<file path="config.mk">
export PLATFORM = sky130hd
export DESIGN_NAME = beacon_keyer_flat
export DESIGN_NICKNAME = d
export VERILOG_FILES = /design/src/rtl/beacon_keyer_if.sv /design/src/rtl/beacon_keyer.sv /design/src/flat_wrapper.sv
export SDC_FILE = /design/constraint.sdc
export NUM_CORES = 1
export LEC_CHECK = 0
export ABC_AREA = 1
export CAP_MARGIN = 20
export CORE_UTILIZATION = 65
export DETAILED_ROUTE_END_ITERATION = 10
export GPL_TIMING_DRIVEN = 0
export PLACE_DENSITY = 0.95
export SLEW_MARGIN = 25
export SYNTH_ARGS = -nofsm -noshare
export SYNTH_HDL_FRONTEND = slang
export SYNTH_SLANG_ARGS = --single-unit
export TNS_END_PERCENT = 5
</file>
<file path="constraint.sdc">
create_clock -name clk -period 6.3 [get_ports clk]
set_input_delay 1.26 -clock clk [delete_from_list [all_inputs] [get_ports clk]]
set_output_delay 1.26 -clock clk [all_outputs]
set_load 0.01 [all_outputs]
</file>
<file path="src/rtl/beacon_keyer_if.sv">
// rtl/beacon_keyer_if.sv - byte strobe in, OOK keying and frame status out
interface beacon_keyer_if;
  logic [7:0] rx_dat;
  logic       rx_stb;
  logic       tx_en;
  logic       busy;
  logic       frame_done;
  logic       overflow;

  modport master (
    output rx_dat, rx_stb,
    input  tx_en, busy, frame_done, overflow
  );

  modport slave (
    input  rx_dat, rx_stb,
    output tx_en, busy, frame_done, overflow
  );
endinterface

</file>
<file path="src/rtl/beacon_keyer.sv">
// rtl/beacon_keyer.sv - buffers received bytes and keys them out as framed OOK symbols
module beacon_keyer #(
  parameter int SYM_CNT = 40000,
  parameter int PRE_LEN = 8,
  parameter int GAP_LEN = 4,
  parameter int DEPTH   = 8
) (
  input logic           clk,
  input logic           rst,
  beacon_keyer_if.slave bus
);

  localparam int AW     = $clog2(DEPTH);
  localparam int CW     = (SYM_CNT > 1) ? $clog2(SYM_CNT) : 1;
  localparam int MAXS_A = (PRE_LEN > GAP_LEN) ? PRE_LEN : GAP_LEN;
  localparam int MAXS   = (MAXS_A > 8) ? MAXS_A : 8;
  localparam int IW     = $clog2(MAXS);

  localparam logic [CW-1:0] CNT_LAST = CW'(SYM_CNT - 1);
  localparam logic [IW-1:0] PRE_LAST = IW'(PRE_LEN - 1);
  localparam logic [IW-1:0] GAP_LAST = IW'(GAP_LEN - 1);
  localparam logic [IW-1:0] BIT_LAST = IW'(7);

  typedef enum logic [2:0] {
    IDLE,
    PRE,
    LOAD,
    START,
    DATA,
    STOP,
    GAP
  } state_t;

  state_t        state;
  logic [CW-1:0] cnt;
  logic [IW-1:0] sym_idx;
  logic [7:0]    shift;
  logic          tx_en_q;
  logic          busy_q;
  logic          frame_done_q;
  logic          overflow_q;

  logic [7:0]    mem [DEPTH];
  logic [AW:0]   wr_ptr;
  logic [AW:0]   rd_ptr;
  logic          full;
  logic          empty;
  logic          pop;
  logic          push;
  logic          tick;

  // Extra pointer MSB distinguishes full from empty when the indices match.
  assign full  = (wr_ptr[AW] != rd_ptr[AW]) && (wr_ptr[AW-1:0] == rd_ptr[AW-1:0]);
  assign empty = (wr_ptr == rd_ptr);
  assign pop   = (state == LOAD);
  assign push  = bus.rx_stb && (!full || pop);
  assign tick  = (cnt == CNT_LAST);

  always_ff @(posedge clk) begin
    if (push) begin
      mem[wr_ptr[AW-1:0]] <= bus.rx_dat;
    end
  end

  always_ff @(posedge clk or posedge rst) begin
    if (rst) begin
      wr_ptr     <= '0;
      rd_ptr     <= '0;
      overflow_q <= 1'b0;
    end else begin
      if (push) begin
        wr_ptr <= wr_ptr + 1'b1;
      end
      if (pop) begin
        rd_ptr <= rd_ptr + 1'b1;
      end
      if (bus.rx_stb && !push) begin
        overflow_q <= 1'b1;
      end
    end
  end

  always_ff @(posedge clk or posedge rst) begin
    if (rst) begin
      state        <= IDLE;
      cnt          <= '0;
      sym_idx      <= '0;
      shift        <= '0;
      tx_en_q      <= 1'b0;
      busy_q       <= 1'b0;
      frame_done_q <= 1'b0;
    end else begin
      frame_done_q <= 1'b0;

      // LOAD is a bare cycle between symbols, so the counter rests there too.
      if (state == IDLE || state == LOAD || tick) begin
        cnt <= '0;
      end else begin
        cnt <= cnt + 1'b1;
      end

      case (state)
        IDLE: begin
          tx_en_q <= 1'b0;
          sym_idx <= '0;
          if (!empty) begin
            state   <= PRE;
            busy_q  <= 1'b1;
            tx_en_q <= 1'b1;
          end
        end

        PRE: begin
          if (tick) begin
            if (sym_idx == PRE_LAST) begin
              state   <= LOAD;
              tx_en_q <= 1'b0;
            end else begin
              sym_idx <= sym_idx + 1'b1;
              tx_en_q <= ~tx_en_q;
            end
          end
        end

        LOAD: begin
          shift   <= mem[rd_ptr[AW-1:0]];
          state   <= START;
          tx_en_q <= 1'b1;
        end

        START: begin
          if (tick) begin
            state   <= DATA;
            sym_idx <= '0;
            tx_en_q <= shift[0];
          end
        end

        DATA: begin
          if (tick) begin
            shift <= shift >> 1;
            if (sym_idx == BIT_LAST) begin
              state   <= STOP;
              tx_en_q <= 1'b0;
            end else begin
              sym_idx <= sym_idx + 1'b1;
              tx_en_q <= shift[1];
            end
          end
        end

        STOP: begin
          if (tick) begin
            sym_idx <= '0;
            state   <= empty ? GAP : LOAD;
          end
        end

        GAP: begin
          if (tick) begin
            if (sym_idx == GAP_LAST) begin
              state        <= IDLE;
              busy_q       <= 1'b0;
              frame_done_q <= 1'b1;
            end else begin
              sym_idx <= sym_idx + 1'b1;
            end
          end
        end

        default: begin
          state   <= IDLE;
          tx_en_q <= 1'b0;
          busy_q  <= 1'b0;
        end
      endcase
    end
  end

  assign bus.tx_en      = tx_en_q;
  assign bus.busy       = busy_q;
  assign bus.frame_done = frame_done_q;
  assign bus.overflow   = overflow_q;

endmodule

</file>
<file path="src/flat_wrapper.sv">
// flat-port wrapper written by rule: the top's interface ports become plain ports
module beacon_keyer_flat 
#(
  parameter int SYM_CNT = 40000,
  parameter int PRE_LEN = 8,
  parameter int GAP_LEN = 4,
  parameter int DEPTH   = 8
)
  (clk, rst, bus_rx_dat, bus_rx_stb, bus_tx_en, bus_busy, bus_frame_done, bus_overflow);
  beacon_keyer_if bus_i ();
  input logic clk;
  input logic rst;
  input wire logic [$bits(bus_i.rx_dat)-1:0] bus_rx_dat;
  input wire logic [$bits(bus_i.rx_stb)-1:0] bus_rx_stb;
  output wire logic [$bits(bus_i.tx_en)-1:0] bus_tx_en;
  output wire logic [$bits(bus_i.busy)-1:0] bus_busy;
  output wire logic [$bits(bus_i.frame_done)-1:0] bus_frame_done;
  output wire logic [$bits(bus_i.overflow)-1:0] bus_overflow;
  assign bus_i.rx_dat = bus_rx_dat;
  assign bus_i.rx_stb = bus_rx_stb;
  assign bus_tx_en = bus_i.tx_en;
  assign bus_busy = bus_i.busy;
  assign bus_frame_done = bus_i.frame_done;
  assign bus_overflow = bus_i.overflow;
  beacon_keyer #(.SYM_CNT(SYM_CNT), .PRE_LEN(PRE_LEN), .GAP_LEN(GAP_LEN), .DEPTH(DEPTH)) u_core (.clk(clk), .rst(rst), .bus(bus_i));
endmodule
</file>
==> results.cfg, run 1 <==
[grt]
grt_pass1_wl_um = 17550
grt_max_degree = 32
gr-usage-all-layers_pct = 27.95
antenna_found_initial = 0
grt-ovfl-total = 0
grt_pass1_vias = 3762

[clock_network]
clockBufferDepth = 2
cts_buffers = 9
htree_levels = 3
path_clk_slew_ps = 100
numClockSinks = 106
clk_latency_ps = 380
root_buffer = clkbuf_8
postCtsHoldBufs = 0
cts_setup_buffers = 0
cts_tree = yes
cts_resized = 0

[die]
die_w_um = 89.88
die-height_um = 89.88
rows = 31
core_area_sq_um = 7370
io_pins = 15
die_area_sq_um = 8078
initial_utilization_pct = 68.12

[sta]
period_share_pct = 44.13
layout_min_cycle_time_ps = 2780
fin_ws_ps = 3520
finalHoldViolCount = 0
max_slew_margin_pct = 37.11
max_freq_mhz = 359.7
setup-tns-final_ps = 0
whs_ps = 479.2
worst_pin_slew_ps = 939.9
slew_violations = 0
grt_setup_unrepaired = no
worst_clock_skew_ps = 12.33
setup_violations = 0

[finish]
syn_to_final_growth_pct = 10.52
diodes = 0
fillCellCount = 473
nets = 560
drive_gt1_share_pct = 13.87

[run]
cap_viol_max_count = 0

[worst_setup_path]
timing.rr.end = u_core.mem[2][2]$_DFFE_PP_
critPathKind = input pin to flop
cp_data_arrival_time_ps = 2790
endpoint_kind = flop
rr_worst_depth = 8
r2r_start = u_core.state[0]$_DFFE_PP0P_
worstPathRequired_ps = 6310
crit_end = u_core.mem[2][2]$_DFFE_PP_
start_kind = input pin
startpoint = bus_rx_stb
worstPathMaxFanout = 8
rrSetupSlack_ps = 3920

[status]
status = finished, final reports clean

[detailed_routing]
detail-route-antenna-nets = 0
drt_iter0_drc = 409
via_per_inst = 5.955
dr.pass1.iters = 5
drcViolationCount = 0
wl_um = 10410
vias = 3853
wl_per_cell_um = 16.09

[placed_design]
hpwl_um = 7008
place.gp.congestion = 0.9177
place.port_buffers = 14
pre_cts_slack_ps = 3147

[synth]
synth.net_count = 533
synth_top_cell_by_area = edfxtp_1
synth_top_cell_area_share_pct = 38.29
seq_area_frac_synth_pct = 59.22
async_reset_ff_share_pct = 39.62
synthTopCellsByArea = edfxtp_1 (38%), dfrtp_1 (21%), nand2_1 (9.6%)
syn_area_sq_um = 5020
synthFlopType = edfxtp_1
synth_cell_type_count = 38
synth-seq-cells = 106
synth_edf_count = 64
avgSynthCellArea_sq_um = 9.728
yosysWarnings = 0
netlist_instances = 516

[pwr]
max-vdd-ir-drop_v = 0.0002975
p_per_area_nw_per_um2 = 430.2
p_leak_nw = 2.332

[min_path]
hp-class = flop to flop
min_delay_path_depth = 1
-- kinds of logic (layout without fill, tap and decap cells) --
kind of cell,Yosys count,count (layout),share of synthesized area (%)
XOR/XNOR,12,12,2.094
flip-flops,106,106,59.22
AND/OR/NAND/NOR,292,292,26.72
AO/OA/AOI/OAI,44,44,5.509
buffers and inverters,56,88,4.960
adder cells (fa/ha/maj),6,6,1.495
-- where the power goes --
group          internal, mW  leakage [nW]  switching (mW)
clock                 0.195         0.110           0.250
sequential            0.882          1.13          0.0683
combinational         0.322          1.09           0.669
total                  1.40          2.33           0.987
-- cells in the mapped netlist, types with 2 or more instances --
cell / n
nand2_1: 129
edfxtp_1: 64
nor2_1: 61
nand3_1: 54
dfrtp_1: 42
inv_1: 28
o21ai_0: 23
nor3_1: 12
buf_2: 11
inv_2: 9
xor2_1: 9
nand2_2: 8
nand4_1: 8
ha_1: 6
buf_4: 5
nand3b_1: 5
a21oi_1: 4
o21bai_1: 4
nand2_4: 3
o21ai_2: 3
xnor2_1: 3
a31oi_1: 2
inv_4: 2
nand3_2: 2
nor2_2: 2
nor2_4: 2
nor3_2: 2
o211ai_1: 2
o221ai_1: 2
-- layout make-up --
class	instances	area, sq um	area share, %
flip-flops and latches	106	2973	53.59
multi-input cells	354	1813	32.68
repair buffers	16	167.7	3.022
inverters	40	156.4	2.819
clock buffers	9	123.9	2.233
well taps	99	123.9	2.233
clock inverters	7	97.59	1.759
plain buffers	16	92.59	1.669
-- metal layers --
layer | track usage, % | vias to the layer above | routed length, um
li1 | - | 1783 | -
met1 | 36.50 | 1848 | 4096
met2 | 45.45 | 190 | 5171
met3 | 5.668 | 32 | 875
met4 | 13.04 | 0 | 268
met5 | 0 | - | 0
-- flip-flops by register name, summed over array words and instances (netlist names) --
signal	flops
u_core.shift	8
u_core.bus.overflow	1
u_core.bus.busy	1
u_core.bus.frame_done	1
u_core.rd_ptr	4
u_core.wr_ptr	4
u_core.mem	64
u_core.state	3
u_core.sym_idx	3
u_core.cnt	16
u_core.bus.tx_en	1
-- cell usage in the layout (no fill, tap or decap), types with 3 or more instances in the layout --
cell type	synthesis	routed
nand3b_1	5	5
clkdlybuf4s50_1	0	14
nand2_1	129	129
nor2_1	61	61
nor3_2	2	5
nand2_2	8	8
clkbuf_8	0	9
nor3_1	12	9
buf_4	5	6
xnor2_1	3	3
xor2_1	9	9
a21oi_1	4	4
inv_1	28	27
nand4_1	8	8
nand2_4	3	3
ha_1	6	6
inv_2	9	10
o21ai_2	3	3
edfxtp_1	64	64
o21bai_1	4	4
nand3_1	54	54
buf_2	11	11
o21ai_0	23	23
dfrtp_1	42	42
-- worst max-delay path, cell delays in order --
cell,delay (ps)
clkdlybuf4s50_1,610
nand3_2,170
nor2_1,740
-- stage by stage --
step                utilization [%]  instances  power (mW)  cell area (sq um)
CTS                           75.28        647       2.361               5548
detailed placement            72.28        631       1.926               5326
floorplan                         -        516       1.656               5020
finish                        75.28        647       2.386               5548
global placement              71.70        629       1.867               5284
global route                  75.28        647       2.534               5548
-- worst min-delay path by stage --
| stage | from | to | slack [ps] |
|---|---|---|---|
| global route | u_core.cnt[0]$_DFF_PP0_ | u_core.cnt[0]$_DFF_PP0_ | 510 |
| finish | u_core.cnt[0]$_DFF_PP0_ | u_core.cnt[0]$_DFF_PP0_ | 480 |
| global placement | u_core.cnt[0]$_DFF_PP0_ | u_core.cnt[0]$_DFF_PP0_ | 450 |
| CTS | u_core.bus.busy$_DFFE_PP0P_ | u_core.bus.busy$_DFFE_PP0P_ | 480 |
| detailed placement | u_core.bus.busy$_DFFE_PP0P_ | u_core.bus.busy$_DFFE_PP0P_ | 460 |
| floorplan | u_core.cnt[0]$_DFF_PP0_ | u_core.cnt[0]$_DFF_PP0_ | 430 |
Power figures use the tool's default switching activity.
==> inputs of run 2 (changes only) <==
--- a/config.mk
+++ b/config.mk
@@ -7,10 +7,10 @@
 export LEC_CHECK = 0
 export ABC_AREA = 1
 export CAP_MARGIN = 20
-export CORE_UTILIZATION = 65
+export CORE_UTILIZATION = 61
 export DETAILED_ROUTE_END_ITERATION = 10
 export GPL_TIMING_DRIVEN = 0
-export PLACE_DENSITY = 0.95
+export PLACE_DENSITY = 0.91
 export SLEW_MARGIN = 25
 export SYNTH_ARGS = -nofsm -noshare
 export SYNTH_HDL_FRONTEND = slang
==> constraint.sdc (replaced) <==
create_clock -name clk -period 2.6 [get_ports clk]
set_input_delay 0.52 -clock clk [delete_from_list [all_inputs] [get_ports clk]]
set_output_delay 0.52 -clock clk [all_outputs]
set_load 0.01 [all_outputs]
==> results.cfg, run 2 (synthesis results as in run 1) <==
[status]
status = finished, final reports clean

[placed_design]
place.gp.congestion = 0.8449
place.port_buffers = 14
dp_cells = 633
pre_cts_slack_ps = 160.9
hpwl_um = 7123

[die]
die_area_sq_um = 8596
die_w_um = 92.72
core_area_sq_um = 7848
initial_utilization_pct = 63.97
die-height_um = 92.72
rows = 32
io_pins = 15

[worst_setup_path]
r2r_start = u_core.state[0]$_DFFE_PP0P_
start_kind = flop
rr_worst_depth = 8
rrSetupSlack_ps = 160
cp_data_arrival_time_ps = 2440
slowest_stage = nor2_1
cpMostUsedCell = inv_2
critPathKind = flop to flop
cp_cell_sequence = buf_4, inv_2, nand2_4, nor2_8, inv_2, nand3_4, nand3_2, nor2_1
max_stage_delay_ps = 790
endpoint_kind = flop
timing.rr.end = u_core.mem[0][7]$_DFFE_PP_
worstPathMaxFanout = 9
worstPathRequired_ps = 2600

[finish]
nets = 559
final_cell_mix = nand2_1 (129), edfxtp_1 (64), nor2_1 (61), nand3_1 (54), dfrtp_1 (42)
diodes = 0
largest_reg_flops = 64
instances_no_fill = 649
drive_gt1_share_pct = 13.71
syn_to_final_growth_pct = 10.09
layout.cells.most_common = nand2_1

[clock_network]
clk_latency_ps = 370
postCtsHoldBufs = 0
htree_levels = 3
path_clk_slew_ps = 110
clockBufferDepth = 2
cts_tree = yes
cts_buffers = 9
cts_resized = 0
numClockSinks = 106
cts_setup_buffers = 0
root_buffer = clkbuf_8

[detailed_routing]
wl_per_cell_um = 16.46
vias = 3795
dr.pass1.iters = 5
dr_wl_met3_um = 626
detail-route-antenna-nets = 0
wl_met2_um = 5458
wl_met1_um = 4090
drt_iter0_drc = 246
wl_um = 10690
via_per_inst = 5.847
top_layer = met4
drcViolationCount = 0

[grt]
grt_max_degree = 32
antenna_found_initial = 0
grt_pass1_wl_um = 17420
grt_pass1_vias = 3812
grt-ovfl-total = 0
gr-usage-all-layers_pct = 26.95

[run]
cap_viol_max_count = 0

[sta]
max_slew_margin_pct = 31.93
worst_pin_slew_ps = 1017
setup-tns-final_ps = 0
layout_min_cycle_time_ps = 2441
worst_clock_skew_ps = 10.90
whs_ps = 392.2
setup_violations = 0
period_share_pct = 93.90
fin_ws_ps = 158.6
max_freq_mhz = 409.6
grt_setup_unrepaired = no
slew_violations = 0
finalHoldViolCount = 0

[pwr]
p_sw_share_pct = 41.01
p_int_mw = 3.380
p_per_area_nw_per_um2 = 1037
max-vdd-ir-drop_v = 0.0006171
p_clk_share_pct = 18.3
p_sw_mw = 2.350
totalPowerFinal_mw = 5.730
p_leak_nw = 2.321
p_seq_share_pct = 40.1
power.combinational.fraction_pct = 41.5

[min_path]
hp-class = input pin to asynchronous set/reset pin
-- run 2: cell type report --
cell class,count,area (sq um)
inverters,40,156.4
repair buffers,15,160.2
well taps,102,127.6
fillers,570,2321
plain buffers,16,92.59
clock buffers,10,127.6
multi-input cells,354,1813
flip-flops and latches,106,2973
clock inverters,6,76.32
-- run 2: how the worst max path moves through the flow --
stage                                       to                         from  slack, ps  cells past startpoint
floorplan           u_core.mem[1][0]$_DFFE_PP_  u_core.state[0]$_DFFE_PP0P_        560                      8
finish              u_core.mem[0][7]$_DFFE_PP_  u_core.state[0]$_DFFE_PP0P_        160                      8
global placement    u_core.mem[5][2]$_DFFE_PP_                   bus_rx_stb       -180                      3
CTS                 u_core.mem[2][3]$_DFFE_PP_  u_core.state[0]$_DFFE_PP0P_        190                      8
detailed placement  u_core.mem[2][4]$_DFFE_PP_                   bus_rx_stb        160                      3
global route        u_core.mem[2][3]$_DFFE_PP_  u_core.state[0]$_DFFE_PP0P_        110                      8
-- run 2: power by group through the flow --
stage	clock network (mW)	registers [mW]	logic (mW)
detailed placement	0	2.33	2.31
floorplan	0	2.30	1.72
global placement	0	2.31	2.19
global route	1.11	2.33	2.66
CTS	1.06	2.29	2.36
finish	1.05	2.30	2.38
-- run 2: worst max-delay path, delay by kind of cell, from the launching register on --
family / cells / cell delay, ps
simple gates: 5 / 1310
flops: 1 / 380
buf+inv: 3 / 380
-- run 2: through the flow --
step | instance area, sq um | utilization [%]
detailed placement | 5323 | 67.83
finish | 5527 | 70.42
floorplan | 5020 | -
global route | 5527 | 70.42
global placement | 5288 | 67.38
CTS | 5527 | 70.42
-- run 2: routing by layer --
metal	track usage, %	up-vias
met4	15.51	0
met5	0	-
met3	6.240	42
met1	30.26	1821
li1	-	1784
met2	46.98	148
==> inputs of run 3 (changes only) <==
--- a/config.mk
+++ b/config.mk
@@ -11,6 +11,7 @@
 export DETAILED_ROUTE_END_ITERATION = 10
 export GPL_TIMING_DRIVEN = 0
 export PLACE_DENSITY = 0.91
+export SETUP_SLACK_MARGIN = 0.4
 export SLEW_MARGIN = 25
 export SYNTH_ARGS = -nofsm -noshare
 export SYNTH_HDL_FRONTEND = slang
==> results.cfg, run 3 (synthesis results as in run 1) <==
[pwr]
p_per_area_nw_per_um2 = 1039
max-vdd-ir-drop_v = 0.0006314
p_int_mw = 3.382
p_leak_nw = 2.320
p_sw_mw = 2.368
p_clk_share_pct = 18.3
p_sw_share_pct = 41.18
power.combinational.fraction_pct = 41.7
totalPowerFinal_mw = 5.750
p_seq_share_pct = 40.0

[detailed_routing]
drcViolationCount = 0
detail-route-antenna-nets = 0
wl_um = 10710
drt_iter0_drc = 232
via_per_inst = 5.840
vias = 3790
dr.pass1.iters = 5
wl_per_cell_um = 16.50

[placed_design]
place.gp.congestion = 0.8449
pre_cts_slack_ps = 160.9
place.port_buffers = 14
hpwl_um = 7123
placed_cell_area_sq_um = 5323

[die]
die_w_um = 92.72
io_pins = 15
die-height_um = 92.72
die_area_sq_um = 8596
initial_utilization_pct = 63.97
core_area_sq_um = 7848
rows = 32

[min_path]
hp-class = input pin to asynchronous set/reset pin

[finish]
fin_area_sq_um = 5534
nets = 559
fillCellCount = 571
layout.cells.most_common = nand2_1
syn_to_final_growth_pct = 10.24
drive_gt1_share_pct = 14.26
diodes = 0
utilization_pct = 70.52
largest_reg_flops = 64
final_cell_mix = nand2_1 (129), edfxtp_1 (64), nor2_1 (58), nand3_1 (54), dfrtp_1 (42)

[clock_network]
clockBufferDepth = 2
clk_latency_ps = 370
cts_tree = yes
cts_buffers = 9
htree_levels = 3
numClockSinks = 106
path_clk_slew_ps = 110
postCtsHoldBufs = 0
root_buffer = clkbuf_8

[worst_setup_path]
cp_top_family = simple AND/OR/NAND/NOR gates
start_kind = flop
cp_cell_sequence = buf_4, inv_2, nand2_4, nor2_8, inv_2, nand3_4, nand3_2, nor2_1
slowest_stage = nor2_1
worstPathMaxFanout = 9
max_stage_delay_ps = 660
rrSetupSlack_ps = 260
worstPathRequired_ps = 2600
cpMostUsedCell = inv_2
endpoint_kind = flop
cp_data_arrival_time_ps = 2340
critPathKind = flop to flop
path_buf_inv = 3

[grt]
grt_max_degree = 32
grt-ovfl-total = 0
gr-usage-all-layers_pct = 26.97
grt_busiest_layer = met2
use_met3_pct = 6.240
grt_pass1_vias = 3816
met2_usage_pct = 47.04
antenna_found_initial = 0
grt_use_met1_pct = 30.26
grt_pass1_wl_um = 17440

[sta]
layout_min_cycle_time_ps = 2341
setup-tns-final_ps = 0
slew_violations = 0
period_share_pct = 90.05
grt_setup_unrepaired = yes
max_freq_mhz = 427.1
worst_clock_skew_ps = 11.76
worst_pin_slew_ps = 869.0
setup_violations = 0
finalHoldViolCount = 0
fin_ws_ps = 258.7
max_slew_margin_pct = 41.75

[status]
status = finished, final reports clean

[run]
cap_viol_max_count = 0
-- run 3: through the flow --
step | hold WS [ps] | cells
4_1_cts | 400.0 | 649
3_5_place_dp | 465.9 | 633
3_3_place_gp | 442.2 | 632
6_report | 393.5 | 649
5_1_grt | 419.7 | 649
2_1_floorplan | 431.2 | 516
-- run 3: timing repair --
item                                    CTS  global route
buffers inserted                          0             0
gates resized for setup                   1             2
endpoints found under the setup margin   64            62
gates cloned                              0             0
-- run 3: layout make-up --
| cell class | count | area, sq um | area share [%] |
|---|---|---|---|
| Inverter | 40 | 156.4 | 2.826 |
| Tap cell | 102 | 127.6 | 2.306 |
| Clock inverter | 6 | 76.32 | 1.379 |
| Multi-Input combinational cell | 354 | 1821 | 32.90 |
| Buffer | 16 | 92.59 | 1.673 |
| Clock buffer | 10 | 127.6 | 2.306 |
| Timing Repair Buffer | 15 | 160.2 | 2.894 |
| Sequential cell | 106 | 2973 | 53.72 |
-- run 3: power by group through the flow --
stage	logic, mW	clock network [mW]	registers, mW
6_report	2.40	1.05	2.30
5_1_grt	2.67	1.11	2.33
4_1_cts	2.37	1.06	2.29
3_5_place_dp	2.31	0	2.33
3_3_place_gp	2.19	0	2.31
2_1_floorplan	1.72	0	2.30
-- run 3: final timing paths --
check / start / to / depth (start not counted)
setup / recovery: u_core.state[0]$_DFFE_PP0P_ / u_core.mem[6][3]$_DFFE_PP_ / 8
hold / removal: rst / u_core.bus.busy$_DFFE_PP0P_ / 2
setup reg to reg: u_core.state[0]$_DFFE_PP0P_ / u_core.mem[6][3]$_DFFE_PP_ / 8
hold reg to reg: u_core.cnt[0]$_DFF_PP0_ / u_core.cnt[0]$_DFF_PP0_ / 1
max in group asynchronous: rst / u_core.sym_idx[1]$_DFFE_PP0P_ / 3
min in group clk: u_core.cnt[0]$_DFF_PP0_ / u_core.cnt[0]$_DFF_PP0_ / 1
-- run 3: worst register-to-register path, cell delays in order (launching register included) --
cell and delay (ps):
dfrtp_1 380, buf_4 160, inv_2 110, nand2_4 100, nor2_8 180, inv_2 110
nand3_4 130, nand3_2 150, nor2_1 660
-- run 3: routing by layer --
| layer | routed length [um] | vias to the layer above |
|---|---|---|
| met5 | 0 | - |
| met3 | 648 | 45 |
| li1 | - | 1790 |
| met4 | 580 | 0 |
| met2 | 5421 | 156 |
| met1 | 4059 | 1799 |
